[src/rtl/sobel_pkg.sv]
// Shared definitions for the Sobel edge-detection capture path:
// capture FSM state encoding, default frame geometry, pixel width and
// default edge threshold.
package sobel_pkg;

  localparam int unsigned PIX_W      = 8;
  localparam int unsigned DEF_IMG_W  = 128;
  localparam int unsigned DEF_IMG_H  = 128;
  localparam int unsigned DEF_ADDR_W = 14;

  localparam logic [PIX_W-1:0] DEF_EDGE_THRESH = 8'd100;

  typedef enum logic [1:0] {
    IDLE    = 2'd0,
    CAPTURE = 2'd1,
    DONE    = 2'd2
  } cap_state_e;

endpackage

[src/rtl/sobel_frame_capture_raster_counter.sv]
// raster_counter: column/row/linear-address generator for raster-order
// frame writes. 'clear' has priority over 'advance'. 'last' is
// combinational and high while the counters sit on the final pixel of
// the frame; advancing from there wraps everything back to 0.
module raster_counter #(
  parameter int unsigned IMG_W  = 4,
  parameter int unsigned IMG_H  = 2,
  parameter int unsigned ADDR_W = 3
) (
  input  logic                     clk,
  input  logic                     rst,
  input  logic                     clear,
  input  logic                     advance,
  output logic [$clog2(IMG_W)-1:0] col,
  output logic [$clog2(IMG_H)-1:0] row,
  output logic [ADDR_W-1:0]        addr,
  output logic                     last
);

  localparam int unsigned COL_W = $clog2(IMG_W);
  localparam int unsigned ROW_W = $clog2(IMG_H);

  localparam logic [COL_W-1:0] COL_MAX = COL_W'(IMG_W - 1);
  localparam logic [ROW_W-1:0] ROW_MAX = ROW_W'(IMG_H - 1);

  logic [COL_W-1:0]  col_q, col_d;
  logic [ROW_W-1:0]  row_q, row_d;
  logic [ADDR_W-1:0] addr_q, addr_d;

  // Final raster position of the frame
  always_comb begin
    last = (col_q == COL_MAX) && (row_q == ROW_MAX);
  end

  // Next counter values: clear, wrap at end of frame, or step one pixel
  always_comb begin
    col_d  = col_q;
    row_d  = row_q;
    addr_d = addr_q;
    if (clear) begin
      col_d  = '0;
      row_d  = '0;
      addr_d = '0;
    end else if (advance) begin
      if (last) begin
        col_d  = '0;
        row_d  = '0;
        addr_d = '0;
      end else if (col_q == COL_MAX) begin
        col_d  = '0;
        row_d  = row_q + ROW_W'(1);
        addr_d = addr_q + ADDR_W'(1);
      end else begin
        col_d  = col_q + COL_W'(1);
        addr_d = addr_q + ADDR_W'(1);
      end
    end
  end

  // Counter registers with synchronous active-low reset
  always_ff @(posedge clk) begin
    if (!rst) begin
      col_q  <= '0;
      row_q  <= '0;
      addr_q <= '0;
    end else begin
      col_q  <= col_d;
      row_q  <= row_d;
      addr_q <= addr_d;
    end
  end

  assign col  = col_q;
  assign row  = row_q;
  assign addr = addr_q;

endmodule

[src/rtl/sobel_frame_capture.sv]
// sobel_frame_capture: armed, per-frame sink that writes the Sobel
// accelerator output stream into a single-port frame buffer in raster
// order, with a one-cycle frame_done pulse and a sticky overflow flag
// for pixels arriving outside a capture.
// Optional statistics (edge_count / max_mag) are built only when the
// macro SOBEL_CAP_STATS_EN is defined; otherwise those outputs are 0.
module sobel_frame_capture
  import sobel_pkg::*;
#(
  parameter int unsigned       IMG_W       = DEF_IMG_W,
  parameter int unsigned       IMG_H       = DEF_IMG_H,
  parameter int unsigned       ADDR_W      = DEF_ADDR_W,
  parameter logic [PIX_W-1:0]  EDGE_THRESH = DEF_EDGE_THRESH
) (
  input  logic              clk,
  input  logic              rst,
  input  logic              arm,
  input  logic              pixel_out_valid,
  input  logic [PIX_W-1:0]  pixel_out,
  output logic              mem_we,
  output logic [ADDR_W-1:0] mem_addr,
  output logic [PIX_W-1:0]  mem_wdata,
  output logic              busy,
  output logic              frame_done,
  output logic              overflow,
  output logic [ADDR_W:0]   edge_count,
  output logic [PIX_W-1:0]  max_mag
);

  cap_state_e state_q, state_d;

  logic arm_ok;
  logic accept;

  logic [$clog2(IMG_W)-1:0] unused_col;
  logic [$clog2(IMG_H)-1:0] unused_row;
  logic [ADDR_W-1:0]        cnt_addr;
  logic                     cnt_last;

  logic              mem_we_q, mem_we_d;
  logic [ADDR_W-1:0] mem_addr_q, mem_addr_d;
  logic [PIX_W-1:0]  mem_wdata_q, mem_wdata_d;
  logic              busy_q, busy_d;
  logic              frame_done_q, frame_done_d;
  logic              overflow_q, overflow_d;

  // arm is only honoured outside CAPTURE; pixels are only taken in CAPTURE
  assign arm_ok = arm && (state_q != CAPTURE);
  assign accept = pixel_out_valid && (state_q == CAPTURE);

  raster_counter #(
    .IMG_W  (IMG_W),
    .IMG_H  (IMG_H),
    .ADDR_W (ADDR_W)
  ) u_raster_counter (
    .clk     (clk),
    .rst     (rst),
    .clear   (arm_ok),
    .advance (accept),
    .col     (unused_col),
    .row     (unused_row),
    .addr    (cnt_addr),
    .last    (cnt_last)
  );

  // FSM state register
  always_ff @(posedge clk) begin
    if (!rst) begin
      state_q <= IDLE;
    end else begin
      state_q <= state_d;
    end
  end

  // FSM next-state logic
  always_comb begin
    state_d = state_q;
    case (state_q)
      IDLE:    if (arm) state_d = CAPTURE;
      CAPTURE: if (accept && cnt_last) state_d = DONE;
      DONE:    state_d = arm ? CAPTURE : IDLE;
      default: state_d = IDLE;
    endcase
  end

  // Output next values; status outputs follow the next state so that
  // busy/frame_done line up with the registered write of the last pixel
  always_comb begin
    busy_d       = (state_d == CAPTURE);
    frame_done_d = (state_d == DONE);
    mem_we_d     = accept;
    mem_addr_d   = accept ? cnt_addr  : mem_addr_q;
    mem_wdata_d  = accept ? pixel_out : mem_wdata_q;
    overflow_d   = overflow_q;
    if (arm_ok) begin
      overflow_d = 1'b0;
    end else if (pixel_out_valid && (state_q != CAPTURE)) begin
      overflow_d = 1'b1;
    end
  end

  // Output registers
  always_ff @(posedge clk) begin
    if (!rst) begin
      mem_we_q     <= 1'b0;
      mem_addr_q   <= '0;
      mem_wdata_q  <= '0;
      busy_q       <= 1'b0;
      frame_done_q <= 1'b0;
      overflow_q   <= 1'b0;
    end else begin
      mem_we_q     <= mem_we_d;
      mem_addr_q   <= mem_addr_d;
      mem_wdata_q  <= mem_wdata_d;
      busy_q       <= busy_d;
      frame_done_q <= frame_done_d;
      overflow_q   <= overflow_d;
    end
  end

  assign mem_we     = mem_we_q;
  assign mem_addr   = mem_addr_q;
  assign mem_wdata  = mem_wdata_q;
  assign busy       = busy_q;
  assign frame_done = frame_done_q;
  assign overflow   = overflow_q;

`ifdef SOBEL_CAP_STATS_EN
  logic [ADDR_W:0]  edge_count_q, edge_count_d;
  logic [PIX_W-1:0] max_mag_q, max_mag_d;

  // Per-frame statistics over accepted pixels, cleared by an accepted arm
  always_comb begin
    edge_count_d = edge_count_q;
    max_mag_d    = max_mag_q;
    if (arm_ok) begin
      edge_count_d = '0;
      max_mag_d    = '0;
    end else if (accept) begin
      if (pixel_out > EDGE_THRESH) begin
        edge_count_d = edge_count_q + (ADDR_W+1)'(1);
      end
      if (pixel_out > max_mag_q) begin
        max_mag_d = pixel_out;
      end
    end
  end

  // Statistics registers
  always_ff @(posedge clk) begin
    if (!rst) begin
      edge_count_q <= '0;
      max_mag_q    <= '0;
    end else begin
      edge_count_q <= edge_count_d;
      max_mag_q    <= max_mag_d;
    end
  end

  assign edge_count = edge_count_q;
  assign max_mag    = max_mag_q;
`else
  logic unused_thresh;
  assign unused_thresh = ^EDGE_THRESH;
  assign edge_count    = '0;
  assign max_mag       = '0;
`endif

endmodule

[config.mk]
export PLATFORM = sky130hd
export DESIGN_NAME = sobel_frame_capture
export DESIGN_NICKNAME = d
export VERILOG_FILES = /design/src/rtl/sobel_pkg.sv /design/src/rtl/sobel_frame_capture_raster_counter.sv /design/src/rtl/sobel_frame_capture.sv
export SDC_FILE = /design/constraint.sdc
export NUM_CORES = 1
export LEC_CHECK = 0
export ABC_AREA = 1
export CAP_MARGIN = 20
export CORE_MARGIN = 2
export CORE_UTILIZATION = 26
export CTS_BUF_LIST = sky130_fd_sc_hd__clkbuf_8
export CTS_CLUSTER_SIZE = 10
export DETAILED_ROUTE_END_ITERATION = 12
export DONT_BUFFER_PORTS = 1
export HOLD_SLACK_MARGIN = 0.1
export PLACE_DENSITY = 0.42
export SYNTH_ARGS = -nofsm -noshare
export SYNTH_HDL_FRONTEND = slang
export SYNTH_SLANG_ARGS = --single-unit
[constraint.sdc]
create_clock -name clk -period 1.3 [get_ports clk]
set_input_delay 0.13 -clock clk [delete_from_list [all_inputs] [get_ports clk]]
set_output_delay 0.13 -clock clk [all_outputs]
set_load 0.005 [all_outputs]
== Word-level counts from Yosys, hierarchy flattened ==
Cells that the tools add are included.
Word-level totals
  input bits: 12
  output and inout port bits: 49
  flip-flop bits (word level): 56
  logic and storage cells: 39
Operators by class
  add/subtract/negate cells: 3
  reductions and logical operators: 9
  mux-type cells: 9
  eq/ne operators: 7
  bitwise logic cells: 1
Operators by type and width (count)
  $mux W7: 4
  $add A14 B1 Y14 const B: 1
  $add A7 B1 Y7 const B: 2
  $eq A7 B7 Y1 const B: 2
  $mux W14: 1
  $pmux W2 S3: 1
  $logic_and A1 B1 Y1: 5
  $eq A2 B1 Y1 const B: 2
  $eq A2 B2 Y1 const B: 2
  $mux W2: 2
  $logic_not A2 Y1: 1
  $ne A2 B1 Y1 const B: 1
  $reduce_and A2 Y1: 1
  $reduce_bool A2 Y1: 1
  $reduce_or A2 Y1: 1
  $mux W1: 1
  $not A1 Y1: 1

== Longest topological paths before layout ==
  depth in word-level cells: 6
  mapped depth: 10
  depth with buffers taken out: 9

== Hierarchy ==
A second synthesis with hierarchy kept.
Second synthesis, totals
  cell total of the unflattened synthesis: 382
  area total of the unflattened synthesis: 2668.8 um^2
By module, submodules not included
  raster_counter: area each 1362.6 um^2, seq. area each 560.5 um^2, cells each 192, instances 1
  sobel_frame_capture: area each 1306.3 um^2, seq. area each 560.5 um^2, cells each 190, instances 1

== Worst setup path after synthesis ==
No wires, ideal clock.
  path kind: register -> register
  from: register u_raster_counter.col_q[0], in the netlist u_raster_counter.col[0]
  to: register u_raster_counter.row_q[0], in the netlist u_raster_counter.row[0]
  required time: 1.191 ns
  arrival: 1.225 ns
  path buffers: 0
  library setup time: 0.109 ns
  clock period less this slack: 1.334 ns
  setup slack: -0.034 ns
  cell stages (with the launch flop): 9
  cells stage by stage: dfxtp_1 -> ha_1 -> nand3_1 -> nor2_4 -> nand2_2 -> nand2_1 -> o21ai_0 -> nand2_1 -> inv_1
On the way
  cells in the longest elaborated chain, start to end: 4
  elaborated cells on any way between the ends: 5
  classes of those cells: eq/ne (1); mux (1); reduce/logical (3)
RTL lines
  start: declaration: RTL line sobel_frame_capture_raster_counter.sv:26  | logic [COL_W-1:0] col_q, col_d;
  start signal: assignment: RTL line sobel_frame_capture_raster_counter.sv:67  | col_q <= col_d;
  $eq A7 B7 Y1 *: RTL line sobel_frame_capture_raster_counter.sv:32, sobel_frame_capture_raster_counter.sv:49
  $logic_and A1 B1 Y1: RTL line sobel_frame_capture_raster_counter.sv:32  | last = (col_q == COL_MAX) && (row_q == ROW_MAX);
  $reduce_bool A2 Y1 (no line)
  $reduce_and A2 Y1 (no line)
  end signal: assignment: RTL line sobel_frame_capture_raster_counter.sv:68  | row_q <= row_d;
  end: declaration: RTL line sobel_frame_capture_raster_counter.sv:27  | logic [ROW_W-1:0] row_q, row_d;
Mark *: on every way between the ends. The rest lies on a longest branch, timed or not.
A chain may end at the register's enable or synchronous reset.

== Worst setup path in the final report ==
  from: register state_q[1]
  to: register u_raster_counter.col_q[2], in the netlist u_raster_counter.col[2]
On the way
  cells in the longest elaborated chain, start to end: 3
  elaborated cells on any way between the ends: 5
  classes of those cells: eq/ne (2); reduce/logical (3)
RTL lines
  start: declaration: RTL line sobel_frame_capture.sv:30  | cap_state_e state_q, state_d;
  start signal: assignment: RTL line sobel_frame_capture.sv:71  | state_q <= state_d;
  $ne A2 B1 Y1: RTL line sobel_frame_capture.sv:48  | assign arm_ok = arm && (state_q != CAPTURE);
  $logic_and A1 B1 Y1: RTL line sobel_frame_capture.sv:48
  $reduce_or A2 Y1 (no line)
Several ways; a longest one is shown, not always the timed one.

==> qor.csv <==
metric,value,unit
status,finished with violations,
violations,setup timing,
first_pass_iters,4,
layout_setup_ws,-0.005010,ns
arrival,1.53,ns
critPathSlowestCell,dfxtp_2,
vias,2116,
cp_cell_sequence,"inv_4, nand3_4, inv_2, buf_4, nand2_1, xor2_1, nor2_1",
ir_worst_vdd,0.4053,mV
finalCritPeriodShare,1.004,
initial_core_util,0.2684,
drive_gt1_frac,0.3047,
dp_hpwl,4.130,mm
postSynthAreaPerCell,7.725,µm²
viasPerCell,4.125,
timing.final.max_slew_violations,0,
final_nets,400,
diodes,0,
io_buffer_count,0,
setup-tns-final,-0.005010,ns
worstPathRequired,1.52,ns
place.gp.congestion,0.7326,
rr_worst_depth,7,
cts_tree,done,
grt_pass1_vias,2005,
ant_nets,0,
clock_latency,0.31,ns
worstPathMaxFanout,11,
critPathKind,reg2reg,
final_util,0.3690,
hold_class,in2reg,
ios,61,
final_cell_mix,"63 x nand2_1, 47 x dfxtp_1, 45 x buf_4",
clk_pin_slew_worst_paths,0.10,ns
layout_commonest_cell,nand2_1,
area_delta_synth_final,37.49,%
hp-start,arm,
grt_max_degree,24,
chipWidth,101.7,µm
power.leakage,1.364,nW
synth-edff-count,0,
rsz0062_at_grt,yes,
dieArea,10330,µm²
htree_num_levels,2,
power_density,932.1,nW/µm²
critical_path_buf_inv_count,3,
fmax,766.3,MHz
drv_cap,0,
coreArea,9240,µm²
netlist_area,2480,µm²
synth_cell_types,31,
synth_cells,321,
grt.total_usage,0.1170,
root_buffer,clkbuf_8,
critPathLaunchType,register,
clock_sinks,56,
drt_iter0_markers,59,
min_to,u_raster_counter.addr[8]$_SDFFE_PP0P_,
period_needed,1.305,ns
grt_remaining_overflow,0,
hold_depth,5,
skew,0.009409,ns
cts_buffer_depth,2,
synth-seq-cells,56,
cts_buffers,5,
wl_per_cell,11.44,µm
slowest_delay,0.34,ns
r2r-start,state_q[1]$_SDFF_PN0_,
yosysWarnings,0,
drc,0,
die_y,101.7,µm
worstReg2RegEnd,u_raster_counter.col[2]$_SDFFE_PP0P_,
finalSetupViolCount,1,
drt_wl_total,5.867,mm
grt_antenna_before_repair,0,
finalHoldViolations,0,
grt_pass1_wl,9.549,mm
crit_family,buffers and inverters,
rows,35,
async_flop_share,0,
yosysSeqAreaShare,0.4521,
regToRegSetupSlack,-0.005,ns
critPathCaptureType,register,
synth_top_flop_cell,dfxtp_1,
## worst max-delay path by stage
stage	start	slack, ns	end	depth (start not counted)
floorplan	u_raster_counter.row[1]$_SDFFE_PP0P_	0.01	u_raster_counter.addr[8]$_SDFFE_PP0P_	8
global placement	u_raster_counter.row[0]$_SDFFE_PP0P_	-0.19	u_raster_counter.addr[11]$_SDFFE_PP0P_	8
detailed placement	u_raster_counter.row[0]$_SDFFE_PP0P_	-0.22	u_raster_counter.addr[11]$_SDFFE_PP0P_	8
CTS	u_raster_counter.row[0]$_SDFFE_PP0P_	-0.04	u_raster_counter.addr[0]$_SDFFE_PP0P_	7
global route	u_raster_counter.col[1]$_SDFFE_PP0P_	-0.09	u_raster_counter.row[5]$_SDFFE_PP0P_	8
finish	state_q[1]$_SDFF_PN0_	-0.005	u_raster_counter.col[2]$_SDFFE_PP0P_	7
## stage by stage
step	hold WS, ns	setup slack (ns)	total power, mW	cell area, µm²	instances
final	0.1534	-0.005010	3.178	3410	513
after global routing	0.1500	-0.09098	3.319	3410	513
after CTS	0.1485	-0.03646	3.190	3181	506
after detailed placement	0.2802	-0.2243	2.021	2809	481
after global placement	0.2762	-0.1902	2.021	2809	481
after floorplan	0.2684	0.01155	1.987	2567	343
## Yosys cell counts, types with 4 or more instances
| master | n | area [µm²] |
|---|---|---|
| a21oi_1 | 36 | 180.2 |
| nor2_1 | 37 | 138.9 |
| nand2_1 | 68 | 255.2 |
| o21ai_0 | 11 | 55.05 |
| buf_2 | 5 | 25.02 |
| nor3_1 | 5 | 25.02 |
| xor2_1 | 4 | 35.03 |
| nand3_1 | 19 | 95.09 |
| dfxtp_1 | 56 | 1121 |
| buf_4 | 23 | 172.7 |
| inv_1 | 26 | 97.59 |
## registers in the layout, summed over array words and instances, names as in the netlist
| name | flops |
|---|---|
| u_raster_counter.row | 7 |
| mem_addr | 14 |
| state_q | 2 |
| u_raster_counter.col | 7 |
| u_raster_counter.addr | 14 |
| mem_wdata | 8 |
| mem_we | 1 |
| overflow | 1 |
| frame_done | 1 |
| busy | 1 |
## power by group
group	internal, mW	leakage [nW]	switching [mW]	total (mW)
Sequential	1.74	0.458	0.0263	1.77
Clock	0.555	0.0501	0.564	1.12
Combinational	0.136	0.856	0.156	0.292
Total	2.43	1.36	0.746	3.18
## cell type report
cell class	count	area (µm²)
timing repair buffer	66	564.3
multi-input combinational	229	1339
sequential	56	1140
inverter	27	106.4
clock buffer	5	68.82
fill	969	5831
clock inverter	1	30.03
tap	129	161.4
## worst min-delay path: stages
cell and delay (ns):
a21oi_4 0.06, nand2_4 0.10, inv_4 0.05, o21ai_2 0.05, nor2_1 0.03
## cells by family (layout without fill, tap and decap cells)
kind of cell    after synthesis  in the layout  share of synthesized area
flops                        56             56                     0.4521
compound gates               54             54                     0.1196
fa+ha+maj                     3              3                    0.01514
other cells                   1             23                   0.001512
xor+xnor                      4              4                    0.01413
buf+inv                      59             99                     0.1327
simple gates                144            145                     0.2649
## layer usage
metal  global-route usage  vias to the layer above  share of wire
li1                     -                     1111              -
met1               0.1516                      957           0.47
met2               0.1913                       42           0.48
met3              0.02415                        6          0.038
met4              0.04366                        0          0.016
met5                    0                        -              0
## timing repair
action                                 in CTS  in global routing
gates resized for setup                    32                 46
pin swaps                                   6                 14
gates cloned                                1                  0
endpoints found under the hold margin      17                  0
hold buffers                               11                  0
setup endpoints to repair                  31                 43
setup buffers                               7                  7
Note: power is estimated with default switching activity, not from simulation.
